==> config.mk <==
export PLATFORM = sky130hd
export DESIGN_NAME = rc_selftest_ctrl
export DESIGN_NICKNAME = d
export VERILOG_FILES = /design/src/rtl/rc_selftest_ctrl.sv
export SDC_FILE = /design/constraint.sdc
export NUM_CORES = 1
export LEC_CHECK = 0
export CORE_MARGIN = 2
export CORE_UTILIZATION = 40
export CTS_CLUSTER_DIAMETER = 100
export DETAILED_ROUTE_END_ITERATION = 7
export HOLD_SLACK_MARGIN = 0.06
export SETUP_SLACK_MARGIN = 0.5
export SLEW_MARGIN = 5
export SYNTH_ARGS = -nofsm -noshare
export SYNTH_HDL_FRONTEND = slang
export SYNTH_SLANG_ARGS = --single-unit
export TNS_END_PERCENT = 5
==> constraint.sdc <==
create_clock -name clock -period 3.59 [get_ports clock]
set_input_delay 0.718 -clock clock [delete_from_list [all_inputs] [get_ports clock]]
set_output_delay 0.718 -clock clock [all_outputs]
set_load 0.02 [all_outputs]
==> src/rtl/rc_selftest_ctrl.sv <==
// -----------------------------------------------------------------------------
// rc_selftest_ctrl
//
// Self-test sequencer for a two-input AND/OR combinational network
// (z = x AND y, w = x OR y). On a start request it walks the four input
// vectors 00, 01, 10, 11 onto rc_x/rc_y. Each vector is held for SETTLE cycles
// (APPLY). The network outputs are then compared against the truth table in
// a single CHECK cycle. Failing vectors are flagged in fail_vec and counted in
// err_count. When all four vectors are done the block parks in DONE, with
// done/pass asserted and the results held.
//
// Parameters
//   SETTLE     cycles each vector is held before it is checked. The legal
//              range is 1..15; zero is not supported.
//
// Ports
//   clock      system clock, rising edge
//   reset      synchronous, active-high reset; has priority over everything
//   start      level; launches a run when sampled in IDLE or DONE
//   rc_x       x operand to the network   (registered)
//   rc_y       y operand to the network   (registered)
//   rc_z       z result from the network  (expected x AND y)
//   rc_w       w result from the network  (expected x OR y)
//   busy       high while a run is in progress (APPLY/CHECK)
//   done       high in DONE; held until the next run or reset
//   pass       done AND err_count == 0
//   err_count  number of failing vectors, 0..4
//   fail_vec   bit i set if vector i failed
// -----------------------------------------------------------------------------
module rc_selftest_ctrl #(
  parameter int unsigned SETTLE = 1
) (
  input  logic       clock,
  input  logic       reset,
  input  logic       start,
  output logic       rc_x,
  output logic       rc_y,
  input  logic       rc_z,
  input  logic       rc_w,
  output logic       busy,
  output logic       done,
  output logic       pass,
  output logic [2:0] err_count,
  output logic [3:0] fail_vec
);

  typedef enum logic [1:0] {
    IDLE  = 2'd0,
    APPLY = 2'd1,
    CHECK = 2'd2,
    DONE  = 2'd3
  } state_e;

  // Settle counter value on the last APPLY cycle of a vector.
  localparam logic [3:0] CNT_LAST = 4'(SETTLE - 1);

  state_e     state_q, state_d;
  logic [1:0] idx_q, idx_d;
  logic [3:0] cnt_q, cnt_d;
  logic [3:0] fail_vec_q, fail_vec_d;
  logic [2:0] err_count_q, err_count_d;
  logic       rc_x_q, rc_x_d;
  logic       rc_y_q, rc_y_d;
  logic       busy_q, busy_d;
  logic       done_q, done_d;
  logic       pass_q, pass_d;

  // Truth-table expectation for the vector currently applied.
  logic exp_z;
  logic exp_w;
  logic mismatch;

  assign exp_z = (idx_q == 2'd3);
  assign exp_w = (idx_q != 2'd0);

  // Case inequality makes an X or Z from the network count as a failure
  // instead of silently comparing equal.
  assign mismatch = (rc_z !== exp_z) || (rc_w !== exp_w);

  // ---------------------------------------------------------------------------
  // Next-state and next-output logic
  // ---------------------------------------------------------------------------
  always_comb begin
    // NOTE: every signal gets a default before the case statement, so no path
    // leaves a value unassigned and no latch is inferred.
    state_d     = state_q;
    idx_d       = idx_q;
    cnt_d       = cnt_q;
    fail_vec_d  = fail_vec_q;
    err_count_d = err_count_q;

    unique case (state_q)
      IDLE, DONE: begin
        // A new run starts from a clean slate and discards the held results.
        if (start) begin
          state_d     = APPLY;
          idx_d       = 2'd0;
          cnt_d       = 4'd0;
          fail_vec_d  = 4'd0;
          err_count_d = 3'd0;
        end
      end

      APPLY: begin
        if (cnt_q == CNT_LAST) begin
          state_d = CHECK;
          cnt_d   = 4'd0;
        end else begin
          cnt_d = cnt_q + 4'd1;
        end
      end

      CHECK: begin
        if (mismatch) begin
          fail_vec_d[idx_q] = 1'b1;
          // At most four increments per run, so three bits never wrap.
          err_count_d       = err_count_q + 3'd1;
        end
        if (idx_q == 2'd3) begin
          state_d = DONE;
        end else begin
          state_d = APPLY;
          idx_d   = idx_q + 2'd1;
          cnt_d   = 4'd0;
        end
      end

      default: begin
        state_d = IDLE;
      end
    endcase

    // Outputs are decoded from the next state and registered, so they change
    // on the same edge as the state they describe.
    busy_d = (state_d == APPLY) || (state_d == CHECK);
    rc_x_d = busy_d & idx_d[1];
    rc_y_d = busy_d & idx_d[0];
    done_d = (state_d == DONE);
    pass_d = done_d && (err_count_d == 3'd0);
  end

  // ---------------------------------------------------------------------------
  // State and output registers
  // ---------------------------------------------------------------------------
  always_ff @(posedge clock) begin
    // NOTE: sequential state uses non-blocking assignments so every flop
    // samples the pre-edge values, regardless of statement order.
    if (reset) begin
      state_q     <= IDLE;
      idx_q       <= 2'd0;
      cnt_q       <= 4'd0;
      fail_vec_q  <= 4'd0;
      err_count_q <= 3'd0;
      rc_x_q      <= 1'b0;
      rc_y_q      <= 1'b0;
      busy_q      <= 1'b0;
      done_q      <= 1'b0;
      pass_q      <= 1'b0;
    end else begin
      state_q     <= state_d;
      idx_q       <= idx_d;
      cnt_q       <= cnt_d;
      fail_vec_q  <= fail_vec_d;
      err_count_q <= err_count_d;
      rc_x_q      <= rc_x_d;
      rc_y_q      <= rc_y_d;
      busy_q      <= busy_d;
      done_q      <= done_d;
      pass_q      <= pass_d;
    end
  end

  assign rc_x      = rc_x_q;
  assign rc_y      = rc_y_q;
  assign busy      = busy_q;
  assign done      = done_q;
  assign pass      = pass_q;
  assign err_count = err_count_q;
  assign fail_vec  = fail_vec_q;

endmodule
# Yosys cells after proc, flatten, opt, wreduce, memory -nomap -nowiden
# Index checks and enable logic that the tools add are counted.
[op_classes]
n_lt_le_gt_ge = 2
n_bitwise = 3
n_eq_ne = 12
mux = 18
reduce_logical = 12
add_sub_neg = 3
[ops]
columns = ["cell", "n"]
rows = [
  ["2-to-1 mux 4 bit", 4],
  ["one-hot mux 4 bit (3 select lines)", 1],
  ["equality test 2 bit, second input constant", 5],
  ["2-to-1 mux 2 bit", 5],
  ["one-hot mux 4 bit (2 select lines)", 1],
  ["2-to-1 mux 3 bit", 2],
  ["inequality test 2 bit, second input constant", 3],
  ["one-hot mux 2 bit (3 select lines)", 1],
  ["one-hot mux 3 bit (2 select lines)", 1],
  ["adder 4 x 1 -> 4 bit, second input constant", 1],
  ["equality test 2 x 1 -> 1 bit, second input constant", 2],
  ["logical NOT 4 bit", 1],
  ["OR 4 bit", 1],
  ["one-hot mux 2 bit (2 select lines)", 1],
  ["nonzero test 2 bit", 2],
  ["adder 3 x 1 -> 3 bit, second input constant", 1],
  ["logical NOT 3 bit", 1],
  ["less-than comparator 2 x 3 -> 1 bit, second input constant", 1],
  ["AND reduction 3 bit", 1],
  ["adder 2 x 1 -> 2 bit, second input constant", 1],
  ["AND 1 bit", 2],
  ["demux 1 bit (select 2 bit)", 1],
  ["greater-or-equal comparator 2 x 1 -> 1 bit, second input constant", 1],
  ["logical AND 1 bit", 2],
  ["other kinds (6)", 8],
]
[totals]
in_bits = 5
ff_bits = 20
output_inout_bits = 12
word_cells = 60

# Logic depth before layout (Yosys ltp)
# Gate-level depths: netlist of run 1.
[logic_depth]
ltp_word = 7
mapped_depth = 9
depth_no_buf = 9

# Worst setup path after synthesis of run 1
# Ideal clock, no wire load.
[synth_path]
path_type = "in2reg"
start = "input rc_z"
end = "register pass_q, in the netlist pass"
setup_slack_ns = 1.550
setup_ns = 0.061
required_ns = 3.529
cell_stages = 5
path_buffers = 0
arrival_ns = 1.979
cell_sequence = "or4_4 > o211ai_2 > mux2_1 > a22oi_1 > and4_1"
[synth_via]
elab_chain_len = 6
[synth_lines]
columns = ["item", "line_no", "rtl"]
rows = [
  ["start, declared", "38", "input logic rc_z,"],
  ["case inequality test 1 bit", "78", "assign mismatch = (rc_z !== exp_z) || (rc_w !== exp_w);"],
  ["logical OR 1 bit", "78", ""],
  ["2-to-1 mux 3 bit", "114", "if (mismatch) begin"],
  ["one-hot mux 3 bit (2 select lines)", "92", "unique case (state_q)"],
  ["logical NOT 3 bit", "139", "pass_d = done_d && (err_count_d == 3'd0);"],
  ["logical AND 1 bit", "139", ""],
  ["end signal, assigned", "169", "pass_q <= pass_d;"],
  ["end, declared", "66", "logic pass_q, pass_d;"],
]
# Every way passes these cells.
# A chain may end at the register's enable or synchronous reset.

# Final worst setup path of run 1
# Same ends and word-level chain as after synthesis.

==> run_results.csv, run 1 <==
group,metric,value,unit
routing,first_pass_iters,3,
floorplan,num_io_pins,17,
hold_path,holdPathEnd,"fail_vec[2]",
worst_setup_path,cp-end-kind,"flop",
clock_tree,clockBufferDepth,2,
sta,relSlewSlack,70.2,%
clock_tree,clk_latency,0.30,ns
sta,min_period_over_period,63.2,%
worst_setup_path,cp.arrival,2.52,ns
logic_synthesis,synth_warnings,0,
final_layout,antenna_cells,0,
floorplan,initial_core_util,43.1,%
floorplan,core-area,2250,sq um
global_route,grt.total_usage,15.3,%
final_layout,finalNetCount,135,
sta,fmax,441,MHz
clock_tree,root_buffer,"clkbuf_4",
clock_tree,htreeDepth,1,
final_layout,final_cell_area,1180,sq um
sta,slew_viol_final,0,
floorplan,die-area,2840,sq um
worst_setup_path,critPathMaxFanout,4,
floorplan,die_y,53.3,microns
worst_setup_path,cpMaxStageDelayCell,"or4_4",
sta,worst_slack,1.32,ns
global_route,grt_pass1_vias,709,
logic_synthesis,yosys_register_bits,20,
job,drv_cap,0,
clock_tree,post_cts_buffers,0,
floorplan,fp.dieW,53.3,microns
worst_setup_path,critical_path_class,"input pin to flop",
sta,finalSetupViolCount,0,
routing,antenna_left,0,
worst_setup_path,worst_setup_path_start_kind,"input pin",
worst_setup_path,reg2reg_depth,9,
sta,worstMarginPinSlew,0.445,ns
hold_path,holdPathStages,1,
global_route,grt_antenna_before_repair,0,
outcome,outcome,"finished clean",
routing,remaining_drc_errors,0,
power_and_ir_drop,p_leak,0.440,nW
worst_setup_path,slowest_delay,0.51,ns
worst_setup_path,crit_chain,"clkdlybuf4s50_1, or4_4, o211ai_2, mux2_1, a22oi_1, and4_1",
final_layout,drive_gt1_share,6.50,%
worst_setup_path,r2r-end,"rc_x",
clock_tree,numCtsBuffers,3,
sta,skew,0.00566,ns
logic_synthesis,yosysSeqAreaShare,41.2,%
placed_design,placedCellCount,147,
sta,whs,0.478,ns
sta,fin_crit,2.27,ns
power_and_ir_drop,p_per_area,616,nW/um^2
logic_synthesis,synth.avg_cell_area,9.09,sq um
routing,vias,770,
routing,drt_iter0_markers,13,
clock_tree,ctsResizeCount,0,
placed_design,placed_cell_area,1140,sq um
hold_path,worstHoldPathType,"flop to flop",
worst_setup_path,r2r-start,"state_q[0]",
global_route,grt_pass1_wl,3.04,mm
logic_synthesis,syn-instance-count,107,
sta,setup_tns,0,ns
routing,via_per_inst,5.10,
final_layout,area_growth,21.1,%
placed_design,post-place-ws,0.999,ns
logic_synthesis,syn_nets,118,
clock_tree,postCtsHoldBufs,0,
clock_tree,cts_tree,"yes",
clock_tree,clock-sinks,20,
routing,finalWirelength,1.76,mm
routing,routedWlPerCell,11.6,microns
power_and_ir_drop,total_power,0.725,mW
logic_synthesis,yosysUniqueCellTypes,32,
power_and_ir_drop,peakVddDrop,427,uV
clock_tree,clk_pin_slew_worst_paths,0.11,ns
final_layout,utilization,52.2,%
placed_design,port_buffers,16,
logic_synthesis,syn_area,972,sq um
worst_setup_path,reg2reg_slack,1.59,ns
global_route,grt_max_degree,13,
global_route,grt_remaining_overflow,0,
hold_path,min_from,"fail_vec[2]",
floorplan,num_rows,17,
placed_design,gp_congestion,0.811,
sta,rsz0062_at_grt,"false",
placed_design,post-dp-hpwl,1.35,mm
sta,finalHoldViolations,0,
final_layout,final_cells,151,
worst_setup_path,crit_required,3.84,ns
-- flip-flops by register name, summed over array words and instances (netlist names) --
signal,flops
busy,1
cnt_q,4
done,1
err_count,3
fail_vec,4
idx_q,2
pass,1
rc_x,1
rc_y,1
state_q,2
-- worst max path at each step --
stage,endpoint,depth (start not counted),start,slack [ns]
finish,pass,6,rc_z,1.32
global route,pass,6,rc_z,1.26
CTS,pass,6,rc_z,1.30
detailed placement,pass,6,rc_z,1.0
global placement,pass,6,rc_z,1.03
floorplan,pass,5,rc_z,1.55
-- cell families (layout without fill, tap and decap cells) --
logic type      Yosys count  after routing  share of synthesized area, %
flops                    20             20                          41.2
mux                       1              1                          1.16
compound gates           18             18                          14.9
fa+ha+maj                 6              6                          7.72
buf+inv                   9             25                          4.63
xor+xnor                  5              5                          4.51
simple gates             48             48                          25.9
-- synthesized netlist by cell type (all sizes together) --
| cell | number | area, sq um |
|---|---|---|
| nand4 | 1 | 6.26 |
| and2 | 1 | 6.26 |
| o211ai | 1 | 12.5 |
| and4 | 1 | 8.76 |
| nor2 | 18 | 67.6 |
| o21a | 4 | 30.0 |
| o311a | 1 | 10.0 |
| mux2 | 1 | 11.3 |
| ha | 6 | 75.1 |
| buf | 2 | 18.8 |
| nand4bb | 1 | 11.3 |
| xor2 | 3 | 26.3 |
| nand3 | 3 | 15.0 |
| clkbuf | 2 | 7.51 |
| or4 | 1 | 11.3 |
| a211o | 1 | 8.76 |
| nor3 | 2 | 10.0 |
| inv | 5 | 18.8 |
| a21o | 1 | 7.51 |
| a22oi | 4 | 35.0 |
| nor2b | 6 | 37.5 |
| dfxtp | 20 | 400 |
| nand2b | 4 | 25.0 |
| xnor2 | 2 | 17.5 |
| a31oi | 1 | 6.26 |
| a21oi | 4 | 20.0 |
| o2111ai | 1 | 15.0 |
| nand2 | 6 | 22.5 |
| nor3b | 3 | 22.5 |
| or2b | 1 | 7.51 |
-- layout by cell type, fill, tap and decap left out, types with 2 or more instances in the layout --
master	n
clkbuf_4	3
nand2b_1	4
nor2_1	18
a21oi_1	4
nor3_1	2
a22oi_1	3
nand2_1	6
nor2b_1	6
xor2_1	3
nor3b_1	3
xnor2_1	2
o21a_1	4
ha_1	6
dfxtp_1	20
clkdlybuf4s50_1	16
inv_1	5
nand3_1	3
-- metal layers --
layer	vias to the layer above	routed length (microns)	global-route usage, %
li1	398	-	-
met1	358	896	19.0
met2	10	762	23.3
met4	0	51	10.3
met5	-	0	0
met3	4	46	3.39
-- power by group --
group	internal [mW]	switching (mW)	leakage, nW
sequential	0.255	0.0223	0.162
clock	0.0619	0.0662	0.0210
combinational	0.143	0.177	0.257
total	0.460	0.266	0.440
-- worst max-delay path, delay by kind of cell --
| kind | cells | cell delay, ns |
|---|---|---|
| mux | 1 | 0.34 |
| compound gates | 2 | 0.28 |
| simple gates | 2 | 0.71 |
| buf+inv | 1 | 0.46 |
-- cell type report --
cell class | count | area, sq um
Clock buffer | 4 | 36.3
Fill cell | 252 | 1080
Inverter | 5 | 18.8
Multi-Input combinational cell | 78 | 527
Sequential cell | 20 | 400
Tap cell | 28 | 35.0
Timing Repair Buffer | 16 | 160
No activity file was read; power rests on OpenSTA's default activity.
==> inputs of run 2 (changes only) <==
==> constraint.sdc (replaced) <==
create_clock -name clock -period 2.2 [get_ports clock]
set_input_delay 0.44 -clock clock [delete_from_list [all_inputs] [get_ports clock]]
set_output_delay 0.44 -clock clock [all_outputs]
set_load 0.02 [all_outputs]
==> run 2 against run 1 <==
Against the previous run:
- non-clock buffer count rose by 7
- sequential cell count did not move
- core utilization rose by 6.2 points
- highest routed layer unchanged
- wire length rose by 12%
- critical endpoint is now rc_x
- worst setup slack got worse by 0.97 ns
- register-to-register slack got worse by 1.2 ns
- clock skew rose by 0.012 ns
==> run_results.csv, run 2 (synthesized netlist as in run 1, its figures left out) <==
group,metric,value,unit
outcome,outcome,"finished clean",
global_route,grt_antenna_before_repair,0,
final_layout,fillCellCount,217,
hold_path,min_from,"fail_vec[3]",
hold_path,worstHoldPathType,"flop to flop",
global_route,grtUsageMet1,20.1,%
global_route,top_usage_layer,"met2",
clock_tree,numCtsBuffers,3,
final_layout,drive_gt1_share,22.3,%
worst_setup_path,crit_chain,"inv_2, ha_4, nor2b_4, nor2_1, nor2_1, a21oi_2, ha_1, nor2b_4, nor3b_2",
worst_setup_path,slowest_delay,0.37,ns
floorplan,die-area,2840,sq um
floorplan,initial_core_util,43.1,%
sta,worst_slack,0.352,ns
final_layout,utilization,58.4,%
sta,slew_viol_final,0,
worst_setup_path,reg2reg_slack,0.35,ns
routing,antenna_left,0,
global_route,grt_use_met2,30.5,%
sta,fin_crit,1.85,ns
floorplan,num_io_pins,17,
final_layout,final_common_cell,"dfxtp_1",
placed_design,placedCellCount,152,
sta,min_period_over_period,84.0,%
clock_tree,clk_latency,0.31,ns
placed_design,post-place-ws,-0.0392,ns
floorplan,die_y,53.3,microns
routing,remaining_drc_errors,0,
worst_setup_path,reg2reg_depth,9,
power_and_ir_drop,peakVddDrop,731,uV
global_route,grt_pass1_wl,3.53,mm
routing,finalWirelength,1.98,mm
final_layout,antenna_cells,0,
worst_setup_path,r2r-start,"state_q[0]",
sta,whs,0.479,ns
clock_tree,htreeDepth,1,
clock_tree,root_buffer,"clkbuf_4",
worst_setup_path,cp.arrival,2.04,ns
routing,via_per_inst,5.05,
power_and_ir_drop,p_per_area,1100,nW/um^2
clock_tree,clk_pin_slew_worst_paths,0.12,ns
global_route,grt.total_usage,17.5,%
sta,rsz0062_at_grt,"true",
clock_tree,clock-sinks,20,
final_layout,area_growth,35.4,%
job,drv_cap,0,
worst_setup_path,worst_setup_path_start_kind,"flop",
routing,drt_iter0_markers,10,
worst_setup_path,cp-end-kind,"flop",
worst_setup_path,cpMaxStageDelayCell,"dfxtp_2",
placed_design,post-dp-hpwl,1.45,mm
global_route,grt_remaining_overflow,0,
global_route,grtUsageMet3,5.93,%
floorplan,num_rows,17,
clock_tree,clockBufferDepth,2,
sta,finalSetupViolCount,0,
routing,routedWlPerCell,12.5,microns
sta,fmax,541,MHz
routing,first_pass_iters,4,
final_layout,finalNetCount,142,
worst_setup_path,crit_required,2.39,ns
hold_path,holdPathEnd,"fail_vec[3]",
floorplan,core-area,2250,sq um
worst_setup_path,r2r-end,"rc_x",
routing,vias,798,
power_and_ir_drop,p_leak,0.502,nW
placed_design,gp_congestion,0.814,
clock_tree,cts_tree,"yes",
floorplan,fp.dieW,53.3,microns
worst_setup_path,critical_path_class,"flop to flop",
sta,relSlewSlack,76.0,%
sta,skew,0.0176,ns
final_layout,layout_common_cells,"dfxtp_1 (19), nor2_1 (17), clkdlybuf4s50_1 (13)",
placed_design,port_buffers,16,
sta,worstMarginPinSlew,0.358,ns
hold_path,holdPathStages,1,
final_layout,final_cells,158,
sta,finalHoldViolations,0,
global_route,grt_max_degree,13,
worst_setup_path,critPathMaxFanout,7,
global_route,grt_pass1_vias,807,
sta,setup_tns,0,ns
[run 2: worst max path at each step]
stage	start	end	slack (ns)	depth (start not counted)
3_3_place_gp	rc_z	pass	-0.03	6
4_1_cts	state_q[0]	rc_x	0.38	9
3_5_place_dp	rc_z	pass	-0.04	6
2_1_floorplan	rc_w	pass	0.43	5
5_1_grt	state_q[0]	rc_x	0.25	9
6_report	state_q[0]	rc_x	0.35	9
[run 2: where the power goes]
| part | internal (mW) | switching [mW] |
|---|---|---|
| registers | 0.418 | 0.0436 |
| logic | 0.341 | 0.344 |
| clock network | 0.184 | 0.117 |
| total | 0.943 | 0.505 |
[run 2: per-stage QoR]
stage | cell area, sq um | power [mW]
final | 1320 | 1.45
after global routing | 1320 | 1.57
after CTS | 1290 | 1.43
after detailed placement | 1200 | 1.03
after global placement | 1200 | 1.02
after floorplan | 990 | 0.865
[run 2: repair_timing]
action / 4_1_cts / 5_1_grt
gates resized for setup: 13 / 4
hold buffers: 0 / 0
pin swaps: 3 / 3
setup buffers: 1 / 1
endpoints found under the setup margin: 18 / 21
[run 2: layer usage]
layer	wire [microns]	share of wire (%)
met3	75	3.8
met2	1010	51
met4	25	1.3
met5	0	0
met1	861	44
[run 2: final cells by class]
cell class | instances | area [sq um] | area share, %
Timing Repair Buffer | 23 | 209 | 15.9
Inverter | 5 | 18.8 | 1.43
Clock inverter | 1 | 30.0 | 2.28
Multi-Input combinational cell | 78 | 599 | 45.5
Clock buffer | 3 | 22.5 | 1.71
Tap cell | 28 | 35.0 | 2.66
Sequential cell | 20 | 402 | 30.5
[run 2: critical path: cells and delay by family (launching register included)]
| kind | cells | cell delay (ns) |
|---|---|---|
| simple gates | 5 | 0.64 |
| compound gates | 1 | 0.07 |
| buf+inv | 1 | 0.05 |
| fa+ha+maj | 2 | 0.59 |
| flops | 1 | 0.37 |
